### src/rtl/rcv_bit_timer_if.sv
// rcv_bit_timer_if: control/strobe bundle between the receiver FSM/shift
// register (master) and the bit timer (slave).
interface rcv_bit_timer_if #(
   parameter int CYC_BITS = 14,
   parameter int BIT_BITS = 4
);
   logic                start;
   logic                abort;
   logic [CYC_BITS-1:0] bit_period;
   logic [BIT_BITS-1:0] data_size;
   logic                busy;
   logic                sample_strobe;
   logic                shift_strobe;
   logic                packet_done;
   logic [BIT_BITS-1:0] bit_index;

   modport master (
      output start, abort, bit_period, data_size,
      input  busy, sample_strobe, shift_strobe, packet_done, bit_index
   );

   modport slave (
      input  start, abort, bit_period, data_size,
      output busy, sample_strobe, shift_strobe, packet_done, bit_index
   );
endinterface

### src/rtl/rcv_bit_timer.sv
// rcv_bit_timer: bit-timing sequencer for the serial receiver.
// A cycle counter runs 1..P per bit, a bit counter tracks completed data
// bits; strobes are decoded from registered state only.
// Optional macro RCV_TIMER_STOP_BIT_EN adds a STOP bit period after the
// last data bit (sample strobe only, no shift).
module rcv_bit_timer #(
   parameter int CYC_BITS = 14,
   parameter int BIT_BITS = 4
) (
   input  logic                clk,
   input  logic                n_rst,
   rcv_bit_timer_if.slave      bus
);

   localparam logic [CYC_BITS-1:0] C_ZERO = '0;
   localparam logic [CYC_BITS-1:0] C_ONE  = CYC_BITS'(1);
   localparam logic [CYC_BITS-1:0] C_TWO  = CYC_BITS'(2);
   localparam logic [BIT_BITS-1:0] B_ZERO = '0;
   localparam logic [BIT_BITS-1:0] B_ONE  = BIT_BITS'(1);

   typedef enum logic [1:0] {
      S_IDLE = 2'd0,
      S_RUN  = 2'd1,
      S_DONE = 2'd2
`ifdef RCV_TIMER_STOP_BIT_EN
      , S_STOP = 2'd3
`endif
   } state_t;

   state_t              state_q, state_d;
   logic [CYC_BITS-1:0] p_q;        // latched bit period, never below 2
   logic [BIT_BITS-1:0] n_q;        // latched data bit count, never below 1
   logic [CYC_BITS-1:0] c_q, c_d;
   logic [BIT_BITS-1:0] bit_cnt_q, bit_cnt_d;

   logic accept;
   logic timing_q;                  // RUN or STOP, decoded from state_q
   logic timing_d;                  // RUN or STOP, decoded from state_d
   logic bit_end;
   logic last_shift;

   assign accept = (state_q == S_IDLE) && bus.start && !bus.abort;
   assign bit_end = (c_q == p_q);

`ifdef RCV_TIMER_STOP_BIT_EN
   assign timing_q = (state_q == S_RUN) || (state_q == S_STOP);
   assign timing_d = (state_d == S_RUN) || (state_d == S_STOP);
`else
   assign timing_q = (state_q == S_RUN);
   assign timing_d = (state_d == S_RUN);
`endif

   // Strobes depend only on registered state/count, never on inputs.
   assign bus.busy          = (state_q != S_IDLE);
   assign bus.sample_strobe = timing_q && (c_q == (p_q >> 1));
   assign bus.shift_strobe  = (state_q == S_RUN) && bit_end;
   assign bus.packet_done   = (state_q == S_DONE);
   assign bus.bit_index     = bit_cnt_q;

   // bit_cnt_q still holds N-1 on the shift of the final data bit.
   assign last_shift = bus.shift_strobe && (bit_cnt_q == (n_q - B_ONE));

   // State register.
   always_ff @(posedge clk or negedge n_rst) begin
      if (!n_rst) state_q <= S_IDLE;
      else        state_q <= state_d;
   end

   // Next-state decode; abort overrides everything, including a start.
   always_comb begin
      state_d = state_q;
      if (bus.abort) begin
         state_d = S_IDLE;
      end else begin
         case (state_q)
            S_IDLE: if (bus.start) state_d = S_RUN;
`ifdef RCV_TIMER_STOP_BIT_EN
            S_RUN:  if (last_shift) state_d = S_STOP;
            S_STOP: if (bit_end) state_d = S_DONE;
`else
            S_RUN:  if (last_shift) state_d = S_DONE;
`endif
            S_DONE: state_d = S_IDLE;
            default: state_d = S_IDLE;
         endcase
      end
   end

   // Counter next values: c restarts at 1 on entry and at each bit wrap;
   // c never exceeds P so the increment cannot overflow CYC_BITS.
   always_comb begin
      c_d       = C_ZERO;
      bit_cnt_d = bit_cnt_q;
      if (timing_d) begin
         if (state_q == S_IDLE || bit_end) c_d = C_ONE;
         else                              c_d = c_q + C_ONE;
      end
      if (state_d == S_IDLE || state_q == S_IDLE) bit_cnt_d = B_ZERO;
      else if (bus.shift_strobe)                  bit_cnt_d = bit_cnt_q + B_ONE;
   end

   // Counters and packet parameters; P and N are frozen on accepted start.
   always_ff @(posedge clk or negedge n_rst) begin
      if (!n_rst) begin
         c_q       <= C_ZERO;
         bit_cnt_q <= B_ZERO;
         p_q       <= C_TWO;
         n_q       <= B_ONE;
      end else begin
         c_q       <= c_d;
         bit_cnt_q <= bit_cnt_d;
         if (accept) begin
            p_q <= (bus.bit_period < C_TWO) ? C_TWO : bus.bit_period;
            n_q <= (bus.data_size == B_ZERO) ? B_ONE : bus.data_size;
         end
      end
   end

endmodule

### src/flat_wrapper.sv
// flat-port wrapper written by rule: the top's interface ports become plain ports
module rcv_bit_timer_flat 
#(
   parameter int CYC_BITS = 14,
   parameter int BIT_BITS = 4
)
  (clk, n_rst, bus_start, bus_abort, bus_bit_period, bus_data_size, bus_busy, bus_sample_strobe, bus_shift_strobe, bus_packet_done, bus_bit_index);
  rcv_bit_timer_if #(.CYC_BITS(CYC_BITS), .BIT_BITS(BIT_BITS)) bus_i ();
  input  logic clk;
  input  logic n_rst;
  input wire logic [$bits(bus_i.start)-1:0] bus_start;
  input wire logic [$bits(bus_i.abort)-1:0] bus_abort;
  input wire logic [$bits(bus_i.bit_period)-1:0] bus_bit_period;
  input wire logic [$bits(bus_i.data_size)-1:0] bus_data_size;
  output wire logic [$bits(bus_i.busy)-1:0] bus_busy;
  output wire logic [$bits(bus_i.sample_strobe)-1:0] bus_sample_strobe;
  output wire logic [$bits(bus_i.shift_strobe)-1:0] bus_shift_strobe;
  output wire logic [$bits(bus_i.packet_done)-1:0] bus_packet_done;
  output wire logic [$bits(bus_i.bit_index)-1:0] bus_bit_index;
  assign bus_i.start = bus_start;
  assign bus_i.abort = bus_abort;
  assign bus_i.bit_period = bus_bit_period;
  assign bus_i.data_size = bus_data_size;
  assign bus_busy = bus_i.busy;
  assign bus_sample_strobe = bus_i.sample_strobe;
  assign bus_shift_strobe = bus_i.shift_strobe;
  assign bus_packet_done = bus_i.packet_done;
  assign bus_bit_index = bus_i.bit_index;
  rcv_bit_timer #(.CYC_BITS(CYC_BITS), .BIT_BITS(BIT_BITS)) u_core (.clk(clk), .n_rst(n_rst), .bus(bus_i));
endmodule
### config.mk
export PLATFORM = sky130hd
export DESIGN_NAME = rcv_bit_timer_flat
export DESIGN_NICKNAME = d
export VERILOG_FILES = /design/src/rtl/rcv_bit_timer_if.sv /design/src/rtl/rcv_bit_timer.sv /design/src/flat_wrapper.sv
export SDC_FILE = /design/constraint.sdc
export NUM_CORES = 1
export LEC_CHECK = 0
export CAP_MARGIN = 25
export CORE_MARGIN = 3
export CORE_UTILIZATION = 30
export CTS_BUF_LIST = sky130_fd_sc_hd__clkbuf_8 sky130_fd_sc_hd__clkbuf_16
export CTS_CLUSTER_DIAMETER = 40
export DETAILED_ROUTE_END_ITERATION = 10
export GPL_TIMING_DRIVEN = 0
export SYNTH_ARGS = -nofsm -noshare
export SYNTH_HDL_FRONTEND = slang
export SYNTH_SLANG_ARGS = --single-unit
### constraint.sdc
create_clock -name clk -period 2.3 [get_ports clk]
set_clock_uncertainty 0.05 [all_clocks]
set_input_delay 0.23 -clock clk [delete_from_list [all_inputs] [get_ports clk]]
set_output_delay 0.23 -clock clk [all_outputs]
set_load 0.005 [all_outputs]
# [Yosys cells after proc, flatten, opt, wreduce, memory -nomap -nowiden]
# Cells that the tools add are included.
[classes] n_bitwise=0 add_sub_neg=3 magnitude_cmp=1 n_mul=0 eq_ne=6 n_div=0 n_reduce_logical=13 n_mux=10 shift=0
[op_table] op="$mux W14" n=3
[op_table] op="$add A14 B1 Y14 const B" n=1
[op_table] op="$eq A14 B13 Y1" n=1
[op_table] op="$eq A14 B14 Y1" n=1
[op_table] op="$lt A14 B2 Y1 const B" n=1
[op_table] op="$mux W4" n=3
[op_table] op="$mux W2" n=3
[op_table] op="$logic_and A1 B1 Y1" n=5
[op_table] op="$add A4 B1 Y4 const B" n=1
[op_table] op="$eq A2 B1 Y1 const B" n=2
[op_table] op="$eq A4 B4 Y1" n=1
[op_table] op="$logic_not A2 Y1" n=2
[op_table] op="$logic_not A4 Y1" n=1
[op_table] op="$pmux W2 S2" n=1
[op_table] op="$reduce_bool A2 Y1" n=2
[op_table] op="$sub A4 B1 Y4 const B" n=1
[op_table] op="$eq A2 B2 Y1 const B" n=1
[op_table] op="$logic_or A1 B1 Y1" n=2
[op_table] op="$logic_not A1 Y1" n=1
[totals] mem_count=0 latch_bits=0 out_inout_bits=8 ramBits=0 elab_cells=38 rom_bits=0 reg_bits=38 input_bits=22

# [Logic depth before layout (Yosys ltp)]
[logic_depth] word_depth=9 mapped_depth=8

# [Worst setup path before layout]
# OpenSTA, ideal clock, no wires.
[synth_timing] path_type="reg2reg" startpoint="register u_core.state_q[1]" endpoint="register u_core.n_q[3]" path_stages_with_launch=5 n_path_buf=1 synth_period_minus_slack_ps=1781 path_slack_ps=519 arrival_ps=1606 t_required_ps=2125 cell_sequence="dfrtp_1 or2_2 nor3b_2 buf_4 mux2_2"
[synth_via] elab_chain_cells=3
[synth_lines] item="from (decl)" line_no="rcv_bit_timer.sv:30" source="state_t state_q, state_d;"
[synth_lines] item="from (signal assigned)" line_no="rcv_bit_timer.sv:66" source="else state_q <= state_d;"
[synth_lines] item="$logic_not A2 Y1" line_no="rcv_bit_timer.sv:42" source="assign accept = (state_q == S_IDLE) && bus.start && !bus.abort;"
[synth_lines] item="$logic_and A1 B1 Y1 (2 in a row)" line_no="rcv_bit_timer.sv:42"
[synth_lines] item="to (signal assigned)" line_no="rcv_bit_timer.sv:114" source="n_q <= (bus.data_size == B_ZERO) ? B_ONE : bus.data_size;"
[synth_lines] item="to (decl)" line_no="rcv_bit_timer.sv:32" source="logic [BIT_BITS-1:0] n_q;"
# No other way between the ends.
# A chain may end at the register's enable or synchronous reset.

# [Worst setup path in the final report]
[layout_timing] startpoint="register u_core.c_q[8]" endpoint="register u_core.bit_cnt_q[2] (netlist: u_core.bus.bit_index[2])"
[layout_via] elab_chain_cells=9 word_cells_on_any_way=10
[layout_lines] item="from (decl)" line_no="rcv_bit_timer.sv:33" source="logic [CYC_BITS-1:0] c_q, c_d;"
[layout_lines] item="from (signal assigned)" line_no="rcv_bit_timer.sv:105" source="c_q <= C_ZERO;"
[layout_lines] item="from (signal assigned)" line_no="rcv_bit_timer.sv:110" source="c_q <= c_d;"
[layout_lines] item="$eq A14 B14 Y1 *" line_no="rcv_bit_timer.sv:43" source="assign bit_end = (c_q == p_q);"
[layout_lines] item="$logic_and A1 B1 Y1 *" line_no="rcv_bit_timer.sv:56" source="assign bus.shift_strobe = (state_q == S_RUN) && bit_end;"
[layout_lines] item="$logic_and A1 B1 Y1" line_no="rcv_bit_timer.sv:61" source="assign last_shift = bus.shift_strobe && (bit_cnt_q == (n_q - B_ONE));"
[layout_lines] item="$mux W2" line_no="rcv_bit_timer.sv:81" source="S_RUN: if (last_shift) state_d = S_DONE;"
[layout_lines] item="$pmux W2 S2" line_no="rcv_bit_timer.sv:75" source="case (state_q)"
[layout_lines] item="$mux W2" line_no="rcv_bit_timer.sv:72" source="if (bus.abort) begin"
[layout_lines] item="$logic_not A2 Y1" line_no="rcv_bit_timer.sv:98" source="if (state_d == S_IDLE || state_q == S_IDLE) bit_cnt_d = B_ZERO;"
[layout_lines] item="$logic_or A1 B1 Y1" line_no="rcv_bit_timer.sv:98"
[layout_lines] item="$mux W4 / $reduce_bool A2 Y1 (equally long branches)"
[layout_lines] item="to (signal assigned)" line_no="rcv_bit_timer.sv:111" source="bit_cnt_q <= bit_cnt_d;"
[layout_lines] item="to (decl)" line_no="rcv_bit_timer.sv:34" source="logic [BIT_BITS-1:0] bit_cnt_q, bit_cnt_d;"
# Every way passes the cells marked *; elsewhere a longest branch is shown, timed or not.

==> impl_results.rst <==
.. list-table::
   :header-rows: 1

   * - Metric
     - Value
   * - Detailed router's first-iteration violation count
     - a little under 90
   * - Final-report hold violation count
     - 7
   * - Detailed-route wire length per cell
     - roughly 14 um
   * - Half-perimeter wire length after placement
     - 3.15 mm
   * - Synthesized netlist net count
     - between 200 and 250
   * - Area of the mapped netlist
     - slightly above 2000 sq um
   * - Port bufs
     - 29
   * - Total count of max-transition violations in the final report
     - 0
   * - Share of synthesized area spent on multiplexers
     - about 8.1%
   * - Worst-case vdd ir drop
     - just over 0.3 mV
   * - Fraction of the mapped netlist area in compound gates
     - 3.09%
   * - Share of flip-flops with an asynchronous set or reset after synthesis
     - between 90% and 100%
   * - Cell with the most instances after synthesis
     - dfrtp_1
   * - Worst EP required
     - 2470 ps
   * - Area leader, netlist
     - dfrtp_1
   * - Arrival @ worst endpoint
     - between 2000 and 2500 ps
   * - Number of vias per cell
     - around 4.7
   * - Mean instance size in the synthesized netlist
     - ~11 sq um
   * - Cell count after synthesis
     - about 190
   * - Synthesized-area fraction occupied by and/or/nand/nor cells
     - 17.2%
   * - Met2 Track Usage GR
     - 19.4%
   * - Count of antenna diodes in the layout
     - 0
   * - # H-tree levels
     - 2
   * - # clock sinks
     - 38
   * - Slew HR
     - 42.6%
   * - Violated checks
     - negative hold slack
   * - Post-layout power
     - roughly 0.0017 W
   * - Fraction of layout instances using a drive strength above 1
     - 25.4%
   * - Maximum number of pins on one net before global-route repair
     - 39
   * - Overall die area
     - 7910 sq um
   * - Overall die height
     - 89.0 um
   * - Latest clock arrival within the worst-skew pair
     - roughly 300 ps
   * - CTS tree
     - done
   * - Transition time of the tightest slew-check pin
     - about 860 ps
   * - Outcome
     - complete, but fails checks
   * - Met3 Use GR
     - around 2.9%
   * - First-pass DRT Iterations
     - 3
   * - Final WL
     - roughly 4.5 mm
   * - Final-report setup violation count
     - 0
   * - Met1 global-route usage
     - ~17%
   * - Global route overflow
     - 0
   * - Seq/Total Area, Yosys
     - between 40% and 50%
   * - Count of flip-flops with a built-in enable after synthesis
     - 0
   * - Biggest area contributors in the synthesized netlist
     - dfrtp_1 44%, xor2_1 11%, xnor2_1 8.1%
   * - Top cell type's share of synthesized area
     - 43.6%
   * - Vias after detailed routing
     - 1499
   * - Commonest register cell after synthesis
     - dfrtp_1
   * - Register bit total from synthesis
     - 38
   * - Fmax
     - between 0.4 and 0.5 GHz
   * - Initial cell density of the core
     - 31.8%
   * - Critical-path maximum fanout
     - 5
   * - Filler cell count
     - approximately 630
   * - Final clock period utilization by the worst path
     - 98.0%
   * - Core area
     - approximately 6500 sq um
   * - Hold_buf cts
     - 0
   * - Post-synthesis share of cell area spent on full adders, half adders and majority gates
     - between 1.5 and 2%
   * - Boundary pin count
     - 30
   * - Cell Pwr Density
     - between 600 and 700 nW/um^2
   * - All-layer global routing usage
     - 12.4%
   * - Xor-xnor portion of the synthesized cell area
     - 19.5%
   * - Antenna violations before repair
     - 0
   * - Endpoint kind of the worst setup timing path
     - flop
   * - Cts bufs inserted
     - 5
   * - Design Area, Final
     - between 2000 and 3000 sq um
   * - Place WS
     - -14.6 ps
   * - Path class of the lowest-slack min-delay path
     - in -> async
   * - Clk root buf
     - clkbuf_8
   * - Clock slew seen by the registers of the worst setup and hold paths
     - roughly 80 ps
   * - Register-to-register path setup slack
     - between 40 and 50 ps
   * - Min Clock Period, post-route
     - between 2000 and 2500 ps
   * - Synth top cells by count
     - 36 x dfrtp_1, 27 x xor2_1, 20 x nor2_1, 19 x xnor2_1, 14 x mux2_2
   * - Fin worst setup slack
     - 46.6 ps
   * - Count of yosys warnings during synthesis
     - 0
   * - Standby leakage power
     - 1.12 nW
   * - Die width
     - 89.0 um
   * - Worst Path Class, Setup
     - reg -> reg
   * - Type of element launching the critical path
     - flop
   * - Layout overhead on the synthesized area
     - 29.8%
   * - Number of maximum-capacitance constraint violations
     - 0
   * - Residual antenna-violating net count after detailed routing
     - 0
   * - Area after DPL
     - approximately 2400 sq um
   * - Worst slack on hold paths
     - -3.02 ps
   * - Global-route wire length before repair
     - ~7.4 mm
   * - Vias in the first global route
     - 1514
   * - Setup repair after global routing missed its margin
     - true
   * - Final weighted congestion of routability-driven global placement
     - about 0.76
   * - Number of DRC violations after detailed routing
     - 0
   * - Net count of the finished layout
     - 264
   * - Cell variety after synth
     - 33
   * - Maximum count of clock buffers along a single path
     - 2
   * - Combinational family with the most area after synthesis
     - XOR/XNOR gates
   * - Global routing's busiest layer
     - met2
   * - Count of standard-cell rows
     - 29
[metal layers]
layer | part of all wire (%) | routed length (um) | vias up
met3 | 3.0 | 135 | 11
met5 | 0 | 0 | -
met2 | 47 | 2100 | 23
met4 | 2.4 | 106 | 0
li1 | - | - | 740
met1 | 47 | 2120 | 725
[registers in the layout (all words and copies together), names as in the netlist]
signal,cells
u_core.bus.bit_index,4
u_core.c_q,14
u_core.n_q,4
u_core.p_q,14
u_core.state_q,2
[where the power goes]
part	internal, W	switching [W]
clock network	0.000319	0.000242
logic	0.000194	0.000141
registers	0.000747	0.0000817
[per-stage QoR]
stage	hold WS [ps]	TNS (ps)	util, %	std cells
floorplan	-116	0	-	192
global placement	466	-1490	37.7	298
detailed placement	345	-14.6	37.7	298
CTS	18.7	-91.3	41.0	314
global route	70.8	-7.15	41.3	317
finish	-3.02	0	41.3	317
[cells by family after synthesis]
family	after synthesis
AO/OA/AOI/OAI	11
XOR/XNOR	46
adder cells (fa/ha/maj)	3
buffers and inverters	12
flip-flops	38
multiplexers	15
AND/OR/NAND/NOR	67
[what timing repair did]
item / CTS / global route
endpoints found under the setup margin: 2 / 3
pin swaps: 7 / 5
resized for setup: 14 / 7
buffers inserted: 8 / 5
[layout make-up]
| cell class | instances | area (sq um) | area share (%) |
|---|---|---|---|
| inverter | 4 | 15.0 | 0.560 |
| clock inverter | 3 | 41.3 | 1.54 |
| tap | 77 | 96.3 | 3.59 |
| multi-input combinational | 142 | 1060 | 39.6 |
| timing repair buffer | 40 | 369 | 13.8 |
| clock buffer | 5 | 68.8 | 2.57 |
| buffer | 8 | 68.8 | 2.57 |
| sequential | 38 | 958 | 35.8 |
[critical path: stages, from the launching register on]
cell,delay (ps)
dfrtp_2,460
xor2_2,200
nor4_2,340
nand4_1,180
buf_4,170
buf_6,100
buf_6,100
buf_6,100
or3_1,330
a21oi_1,140
[worst paths after layout]
path	depth (start not counted)	start	endpoint
worst max-delay path	9	u_core.c_q[8]	u_core.bus.bit_index[2]
worst min-delay path	1	n_rst	u_core.c_q[13]
worst max register to register	9	u_core.c_q[8]	u_core.bus.bit_index[2]
worst min register to register	1	u_core.n_q[3]	u_core.n_q[3]
max in group asynchronous	1	n_rst	u_core.c_q[12]
min in group clk	3	bus_bit_period[0]	u_core.p_q[0]
[cell usage in the layout, fill, tap and decap left out, types with 7 or more instances in the layout]
cell type        netlist  layout
clkdlybuf4s50_1        0      26
xnor2_1               19      18
buf_6                  4       7
xor2_1                27      26
nor2_1                20      19
mux2_2                14      14
nand2_1                8       8
buf_4                  2      10
nand3_1                7       7
dfrtp_1               36      32
Note: power is estimated with default switching activity, not from simulation.
